==> src/rtl/reg_wr_arbiter_pkg.sv <==
// reg_arb_pkg: shared types and widths for the register-file write-port arbiter.
package reg_arb_pkg;
    localparam int DW = 8;
    typedef enum logic {ARB, CLEAR} arb_state_t;
    typedef enum logic {REQ_A, REQ_B} req_id_t;
endpackage

==> src/rtl/reg_wr_arbiter_rr_pick2.sv <==
// rr_pick2: combinational two-way round-robin picker; readies are at most one-hot.
module rr_pick2
    import reg_arb_pkg::*;
(
    input  logic    a_valid,
    input  logic    b_valid,
    input  req_id_t last_grant,
    input  logic    blk,
    output logic    a_ready,
    output logic    b_ready
);
    always_comb begin
        a_ready = !blk && a_valid && (!b_valid || last_grant == REQ_B);
        b_ready = !blk && b_valid && (!a_valid || last_grant == REQ_A);
    end
endmodule

==> src/rtl/reg_wr_arbiter.sv <==
// reg_wr_arbiter: arbitrates two writeback requesters onto the register file write port.
// The clear sweep sequencer is built only when REG_WR_ARB_SWEEP_EN is defined.
module reg_wr_arbiter
    import reg_arb_pkg::*;
#(
    parameter int            pw      = 2,
    parameter logic [DW-1:0] CLR_VAL = 8'h00
) (
    input  logic          clk,
    input  logic          reset,
    input  logic          a_valid,
    input  logic [pw-1:0] a_addr,
    input  logic [DW-1:0] a_data,
    output logic          a_ready,
    input  logic          b_valid,
    input  logic [pw-1:0] b_addr,
    input  logic [DW-1:0] b_data,
    output logic          b_ready,
    input  logic          clr_start,
    output logic          busy,
    output logic          wr_en,
    output logic [pw-1:0] wr_addr,
    output logic [DW-1:0] wr_dat
);
    req_id_t       last_grant_q, last_grant_d;
    logic          wr_en_q, wr_en_d;
    logic [pw-1:0] wr_addr_q, wr_addr_d;
    logic [DW-1:0] wr_dat_q, wr_dat_d;
    logic          blk, a_hs, b_hs, sweep_wr;
    logic [pw-1:0] sweep_addr;

    rr_pick2 u_pick (
        .a_valid    (a_valid),
        .b_valid    (b_valid),
        .last_grant (last_grant_q),
        .blk        (blk),
        .a_ready    (a_ready),
        .b_ready    (b_ready)
    );

`ifdef REG_WR_ARB_SWEEP_EN
    arb_state_t    state_q, state_d;
    logic [pw-1:0] cnt_q, cnt_d;

    assign blk        = (state_q == CLEAR) || clr_start;
    assign busy       = state_q == CLEAR;
    assign sweep_wr   = state_q == CLEAR;
    assign sweep_addr = cnt_q;

    // cnt wraps to zero on the last address, leaving it ready for the next sweep
    always_comb begin
        state_d = state_q;
        cnt_d   = cnt_q;
        if (state_q == CLEAR) begin
            cnt_d   = cnt_q + pw'(1);
            state_d = (&cnt_q) ? ARB : CLEAR;
        end else if (clr_start) begin
            state_d = CLEAR;
            cnt_d   = '0;
        end
    end

    always_ff @(posedge clk or posedge reset) begin
        if (reset) begin
            state_q <= ARB;
            cnt_q   <= '0;
        end else begin
            state_q <= state_d;
            cnt_q   <= cnt_d;
        end
    end
`else
    logic unused_clr;

    assign unused_clr = clr_start;
    assign blk        = 1'b0;
    assign busy       = 1'b0;
    assign sweep_wr   = 1'b0;
    assign sweep_addr = '0;
`endif

    assign a_hs = a_valid && a_ready;
    assign b_hs = b_valid && b_ready;

    // readies are blocked during a sweep, so the sweep never collides with a handshake
    always_comb begin
        wr_en_d      = sweep_wr || a_hs || b_hs;
        wr_addr_d    = sweep_wr ? sweep_addr : a_hs ? a_addr : b_hs ? b_addr : wr_addr_q;
        wr_dat_d     = sweep_wr ? CLR_VAL : a_hs ? a_data : b_hs ? b_data : wr_dat_q;
        last_grant_d = a_hs ? REQ_A : b_hs ? REQ_B : last_grant_q;
    end

    always_ff @(posedge clk or posedge reset) begin
        if (reset) begin
            last_grant_q <= REQ_B;
            wr_en_q      <= 1'b0;
            wr_addr_q    <= '0;
            wr_dat_q     <= '0;
        end else begin
            last_grant_q <= last_grant_d;
            wr_en_q      <= wr_en_d;
            wr_addr_q    <= wr_addr_d;
            wr_dat_q     <= wr_dat_d;
        end
    end

    assign wr_en   = wr_en_q;
    assign wr_addr = wr_addr_q;
    assign wr_dat  = wr_dat_q;
endmodule

==> config.mk <==
export PLATFORM = sky130hd
export DESIGN_NAME = reg_wr_arbiter
export DESIGN_NICKNAME = d
export VERILOG_FILES = /design/src/rtl/reg_wr_arbiter_pkg.sv /design/src/rtl/reg_wr_arbiter_rr_pick2.sv /design/src/rtl/reg_wr_arbiter.sv
export SDC_FILE = /design/constraint.sdc
export NUM_CORES = 1
export LEC_CHECK = 0
export CAP_MARGIN = 20
export CORE_ASPECT_RATIO = 0.8
export CORE_MARGIN = 8
export CORE_UTILIZATION = 25
export CTS_CLUSTER_SIZE = 40
export DETAILED_ROUTE_END_ITERATION = 10
export SLEW_MARGIN = 0
export SYNTH_ARGS = -nofsm -noshare
export SYNTH_HDL_FRONTEND = slang
export SYNTH_SLANG_ARGS = --single-unit
==> constraint.sdc <==
create_clock -name clk -period 1.5 [get_ports clk]
set_input_delay 0.15 -clock clk [delete_from_list [all_inputs] [get_ports clk]]
set_output_delay 0.15 -clock clk [all_outputs]
set_load 0.02 [all_outputs]
# --- Word level (Yosys, flattened, before mapping) ---
# Index checks and enable logic that the tools add are counted.
classes:
  muxes: 6
  bitwise_logic: 1
  n_reduce_logical: 10
ops:
  columns: ["cell", "count"]
  rows:
  - ["8-bit two-way mux", 2]
  - ["1-bit logical AND", 4]
  - ["2-bit two-way mux", 2]
  - ["1-bit logical OR", 3]
  - ["1-bit zero test", 2]
  - ["1-bit two-way mux", 2]
  - ["2-bit nonzero test", 1]
  - ["1-bit inverter", 1]
totals:
  ff_bits: 12
  output_inout_bits: 14
  elab_cells: 21

# --- Depth between registers and ports, before layout ---
logic_depth:
  depth_word: 6
  ltp_mapped: 4
  depth_no_buf: 3

# --- Hierarchy ---
# Synthesis repeated with hierarchy kept, for this count alone.
unflattened:
  cells_unflattened: 71
  hier_area_um2: 710.7
by_module_without_submodules:
  columns: ["mod", "n_inst", "cells_per_inst", "area_per_inst_um2", "seq_area_each_um2"]
  rows:
  - ["reg_wr_arbiter", 1, 67, 680.7, 301.5]
  - ["rr_pick2", 1, 4, 30.0, 0.0]

# --- Least setup slack after synthesis ---
# OpenSTA, ideal clock, no wires.
synth_timing:
  path_type: "reg2out"
  startpoint: "register last_grant_q"
  endpoint: "output b_ready"
  arrival_ps: 937
  required_time_ps: 1350
  setup_slack_ps: 413
  stages_incl_launch_ff: 4
  path_buffers: 0
  path_cell_list: "dfstp_2 nand2_1 nand2_2 inv_1"
synth_between:
  elab_chain_len: 3
synth_rtl:
  columns: ["element", "line_no", "source"]
  rows:
  - ["start, declared", "reg_wr_arbiter.sv:25", "req_id_t last_grant_q, last_grant_d;"]
  - ["start signal, assigned", "reg_wr_arbiter.sv:100", "last_grant_q <= last_grant_d;"]
  - ["1-bit inverter", "reg_wr_arbiter_rr_pick2.sv:14", "b_ready = !blk && b_valid && (!a_valid || last_grant == REQ_A);"]
  - ["1-bit logical OR", "reg_wr_arbiter_rr_pick2.sv:14", null]
  - ["1-bit logical AND", "reg_wr_arbiter_rr_pick2.sv:14", null]
  - ["end, declared", "reg_wr_arbiter.sv:18", "output logic b_ready,"]
# No other way between the ends.

# --- Worst setup path after layout ---
layout_timing:
  startpoint: "input b_valid"
  endpoint: "output a_ready"
layout_between:
  elab_chain_len: 3
layout_rtl:
  columns: ["element", "line_no", "source"]
  rows:
  - ["start, declared", "reg_wr_arbiter.sv:15", "input logic b_valid,"]
  - ["1-bit zero test", "reg_wr_arbiter_rr_pick2.sv:13", "a_ready = !blk && a_valid && (!b_valid || last_grant == REQ_B);"]
  - ["1-bit logical OR", "reg_wr_arbiter_rr_pick2.sv:13", null]
  - ["1-bit logical AND", "reg_wr_arbiter_rr_pick2.sv:13", null]
  - ["end, declared", "reg_wr_arbiter.sv:14", "output logic a_ready,"]
# No other way between the ends.

==> report_table.html <==
<table>
<tr><th>Metric</th><th>Value</th></tr>
<tr><th colspan="2">Cells and area</th></tr>
<tr><td>Nets</td><td>122</td></tr>
<tr><td>Area overhead of the layout relative to synthesis</td><td>75.26%</td></tr>
<tr><td>Fraction of layout instances using a drive strength above 1</td><td>23.96%</td></tr>
<tr><td>Final Instance Count excl. Fillers</td><td>121</td></tr>
<tr><td>Antenna cells</td><td>0</td></tr>
<tr><th colspan="2">Route</th></tr>
<tr><td>1st-iter DRT viols</td><td>24</td></tr>
<tr><td>Remaining DRCs</td><td>0</td></tr>
<tr><td>Vias per std cell</td><td>4.760</td></tr>
<tr><td>Total length of routed wires</td><td>1.875 mm</td></tr>
<tr><td>First-pass iteration count of the detailed router</td><td>4</td></tr>
<tr><td>Total via count after detailed routing</td><td>576</td></tr>
<tr><td>Antenna violation net count after detailed routing</td><td>0</td></tr>
<tr><td>Average wire per cell in the routed design</td><td>15.50 um</td></tr>
<tr><th colspan="2">Global routing</th></tr>
<tr><td>Via count of the first global-routing pass</td><td>602</td></tr>
<tr><td>Maximum number of pins on one net before global-route repair</td><td>13</td></tr>
<tr><td>Global route total overflow</td><td>0</td></tr>
<tr><td>Initial antenna violation count</td><td>0</td></tr>
<tr><td>Wire length of the first global-routing pass</td><td>2.987 mm</td></tr>
<tr><td>GRT Resource Usage Total</td><td>9.130%</td></tr>
<tr><th colspan="2">Clock network</th></tr>
<tr><td>Maximum level of the CTS H-tree</td><td>1</td></tr>
<tr><td>Number of hold buffers added after cts</td><td>0</td></tr>
<tr><td>Clock insertion delay at the later pin of the skew report</td><td>0.27 ns</td></tr>
<tr><td>Clock sinks</td><td>12</td></tr>
<tr><td>CTS tree</td><td>yes</td></tr>
<tr><td>Maximum number of buffers from clock root to sink</td><td>2</td></tr>
<tr><td>Num CTS Buffers</td><td>3</td></tr>
<tr><td>Clock edge transition at the registers on the reported setup and hold paths</td><td>0.08 ns</td></tr>
<tr><td>Clk root buf</td><td>clkbuf_4</td></tr>
<tr><th colspan="2">Placed design</th></tr>
<tr><td>Post-placement cell count</td><td>117</td></tr>
<tr><td>Detailed placement HPWL</td><td>1.512 mm</td></tr>
<tr><td>Routability congestion estimate</td><td>0.6501</td></tr>
<tr><td>Port buffer count</td><td>36</td></tr>
<tr><td>Dpl ws</td><td>-0.1649 ns</td></tr>
<tr><th colspan="2">Die</th></tr>
<tr><td>Std cell rows</td><td>15</td></tr>
<tr><td>Die area</td><td>4190 um^2</td></tr>
<tr><td>Starting density of the core</td><td>26.95%</td></tr>
<tr><td>I/O pins</td><td>39</td></tr>
<tr><td>Die Span X</td><td>70.40 um</td></tr>
<tr><td>Core Region</td><td>2196 um^2</td></tr>
<tr><td>Die Ht</td><td>59.52 um</td></tr>
<tr><th colspan="2">STA</th></tr>
<tr><td>Final number of max-transition violations</td><td>0</td></tr>
<tr><td>Crit path time final</td><td>1.422 ns</td></tr>
<tr><td>Minimum setup slack in the final design</td><td>0.07773 ns</td></tr>
<tr><td>F_max</td><td>703.1 MHz</td></tr>
<tr><td>Clock Skews</td><td>0.01099 ns</td></tr>
<tr><td>Crit share post-route</td><td>94.82%</td></tr>
<tr><td>Hold Fails Final Rpt</td><td>0</td></tr>
<tr><td>Final hold slack</td><td>0.1663 ns</td></tr>
<tr><td>Setup repair after global routing missed its margin</td><td>no</td></tr>
<tr><td>Total of endpoints with negative setup slack in the final report</td><td>0</td></tr>
<tr><th colspan="2">Critical path</th></tr>
<tr><td>Worst path required time</td><td>1.35 ns</td></tr>
<tr><td>Critical Path AT</td><td>1.27 ns</td></tr>
<tr><td>Critical-path maximum fanout</td><td>4</td></tr>
<tr><td>Crit path launch type</td><td>primary input</td></tr>
<tr><td>Number of cells traversed by the worst register-to-register path</td><td>4</td></tr>
<tr><td>Flop2flop setup slack</td><td>0.31 ns</td></tr>
<tr><td>Endpoint class of the critical path</td><td>output pin</td></tr>
<tr><td>Critical R2R Launch</td><td>last_grant_q</td></tr>
<tr><td>Worst flop-to-flop path endpoint</td><td>wr_addr[1]</td></tr>
<tr><td>Category of the most critical setup path</td><td>primary input to output pin</td></tr>
<tr><th colspan="2">Yosys</th></tr>
<tr><td>Cell count after synthesis</td><td>51</td></tr>
<tr><td>Synthesized Nets</td><td>76</td></tr>
<tr><td>Seq cells post-synth</td><td>12</td></tr>
<tr><td>Mapped Avg Cell Area</td><td>11.60 um^2</td></tr>
<tr><td>Netlist Area Pre-Place</td><td>591.8 um^2</td></tr>
<tr><td>Distinct cell type count of the synthesized netlist</td><td>17</td></tr>
<tr><td>Sequential share of the synthesized area</td><td>50.95%</td></tr>
<tr><td>Synthesis warning total</td><td>0</td></tr>
<tr><th colspan="2">Pwr</th></tr>
<tr><td>Maximum vdd drop</td><td>0.0004924 V</td></tr>
<tr><td>P_leak</td><td>0.4440 nW</td></tr>
<tr><td>Pwr dens</td><td>887.9 nW/um^2</td></tr>
<tr><td>Pwr Total</td><td>0.9210 mW</td></tr>
<tr><th colspan="2">Flow run</th></tr>
<tr><td>Max Cap Viol</td><td>0</td></tr>
<tr><th colspan="2">Status</th></tr>
<tr><td>Run status</td><td>complete, no violations</td></tr>
<tr><th colspan="2">Min path</th></tr>
<tr><td>Worst hold-check path type</td><td>primary input to asynchronous set/reset pin</td></tr>
</table>
[registers in the layout, indices dropped and copies added, names as in the netlist]
name and count:
wr_dat 8, wr_addr 2, last_grant_q 1, wr_en 1
[what timing repair did]
action / 4_1_cts / 5_1_grt
setup buffers: 0 / 0
endpoints found under the hold margin: 0 / 0
resized for setup: 3 / 1
setup endpoints to repair: 2 / 1
[layout make-up]
class                   instances  area (um^2)
clock buffers                   4        26.28
fillers                       215         1159
inverters                       4        15.01
multi-input cells              32        249.0
flip-flops and latches         12        301.5
well taps                      25        31.28
repair buffers                 44        414.1
[worst max-delay path by stage]
stage	startpoint	endpoint	depth (start not counted)
2_1_floorplan	last_grant_q	b_ready	3
3_3_place_gp	b_valid	a_ready	5
3_5_place_dp	b_valid	a_ready	5
4_1_cts	last_grant_q	b_ready	4
5_1_grt	last_grant_q	a_ready	3
6_report	b_valid	a_ready	5
[layout by cell type (no fill, tap or decap), types with 4 or more instances in the layout]
master / instances
buf_4: 8
clkdlybuf4s50_1: 34
dfrtp_1: 11
or3_1: 7
o221a_2: 7
inv_1: 4
[routing by layer]
| layer | vias to the layer above | routed length [um] | GRT usage (%) |
|---|---|---|---|
| met3 | 0 | 128 | 4.188 |
| met5 | - | 0 | 0 |
| met2 | 18 | 987 | 15.98 |
| met1 | 279 | 759 | 9.417 |
| li1 | 279 | - | - |
| met4 | 0 | 0 | 3.429 |
[per-stage QoR]
stage	TNS (ns)	area (um^2)	utilization, %
2_1_floorplan	0	591.8	-
3_3_place_gp	-0.2765	1017	46.32
3_5_place_dp	-0.3218	1017	46.32
4_1_cts	0	1042	47.46
5_1_grt	0	1037	47.24
6_report	0	1037	47.24
[worst max-delay path: stages]
cell	delay (ns)
clkdlybuf4s50_1	0.54
inv_1	0.09
o21ai_4	0.13
inv_1	0.04
dlygate4sd2_1	0.31
[kinds of logic (layout without fill, tap and decap cells)]
group	after synthesis	after routing	share of synthesized area, %
and+or+nand+nor	13	13	13.32
AOI/OAI and AO/OA	15	15	23.05
DFF	12	12	50.95
muxes	3	3	5.074
other	1	1	0.6336
buffers and inverters	7	52	6.975
[where the power goes]
part           switching (mW)  internal, mW
Sequential             0.0230         0.366
Combinational           0.142         0.184
Clock                   0.103         0.103
[synthesized netlist by cell type]
cell type	n	area, um^2
mux2i_1	3	30.03
o21ai_0	3	15.01
dfstp_2	1	26.28
o221a_2	7	78.83
a31oi_1	3	18.77
conb_1	1	3.750
nand2_1	1	3.750
nand2_2	1	6.260
o21a_1	1	7.510
or3_1	7	43.79
or2_2	1	6.260
dfrtp_1	11	275.3
o21ai_4	1	16.27
buf_4	2	15.01
and3_1	3	18.77
buf_6	1	11.26
inv_1	4	15.01
(Power assumes the default switching activity.)
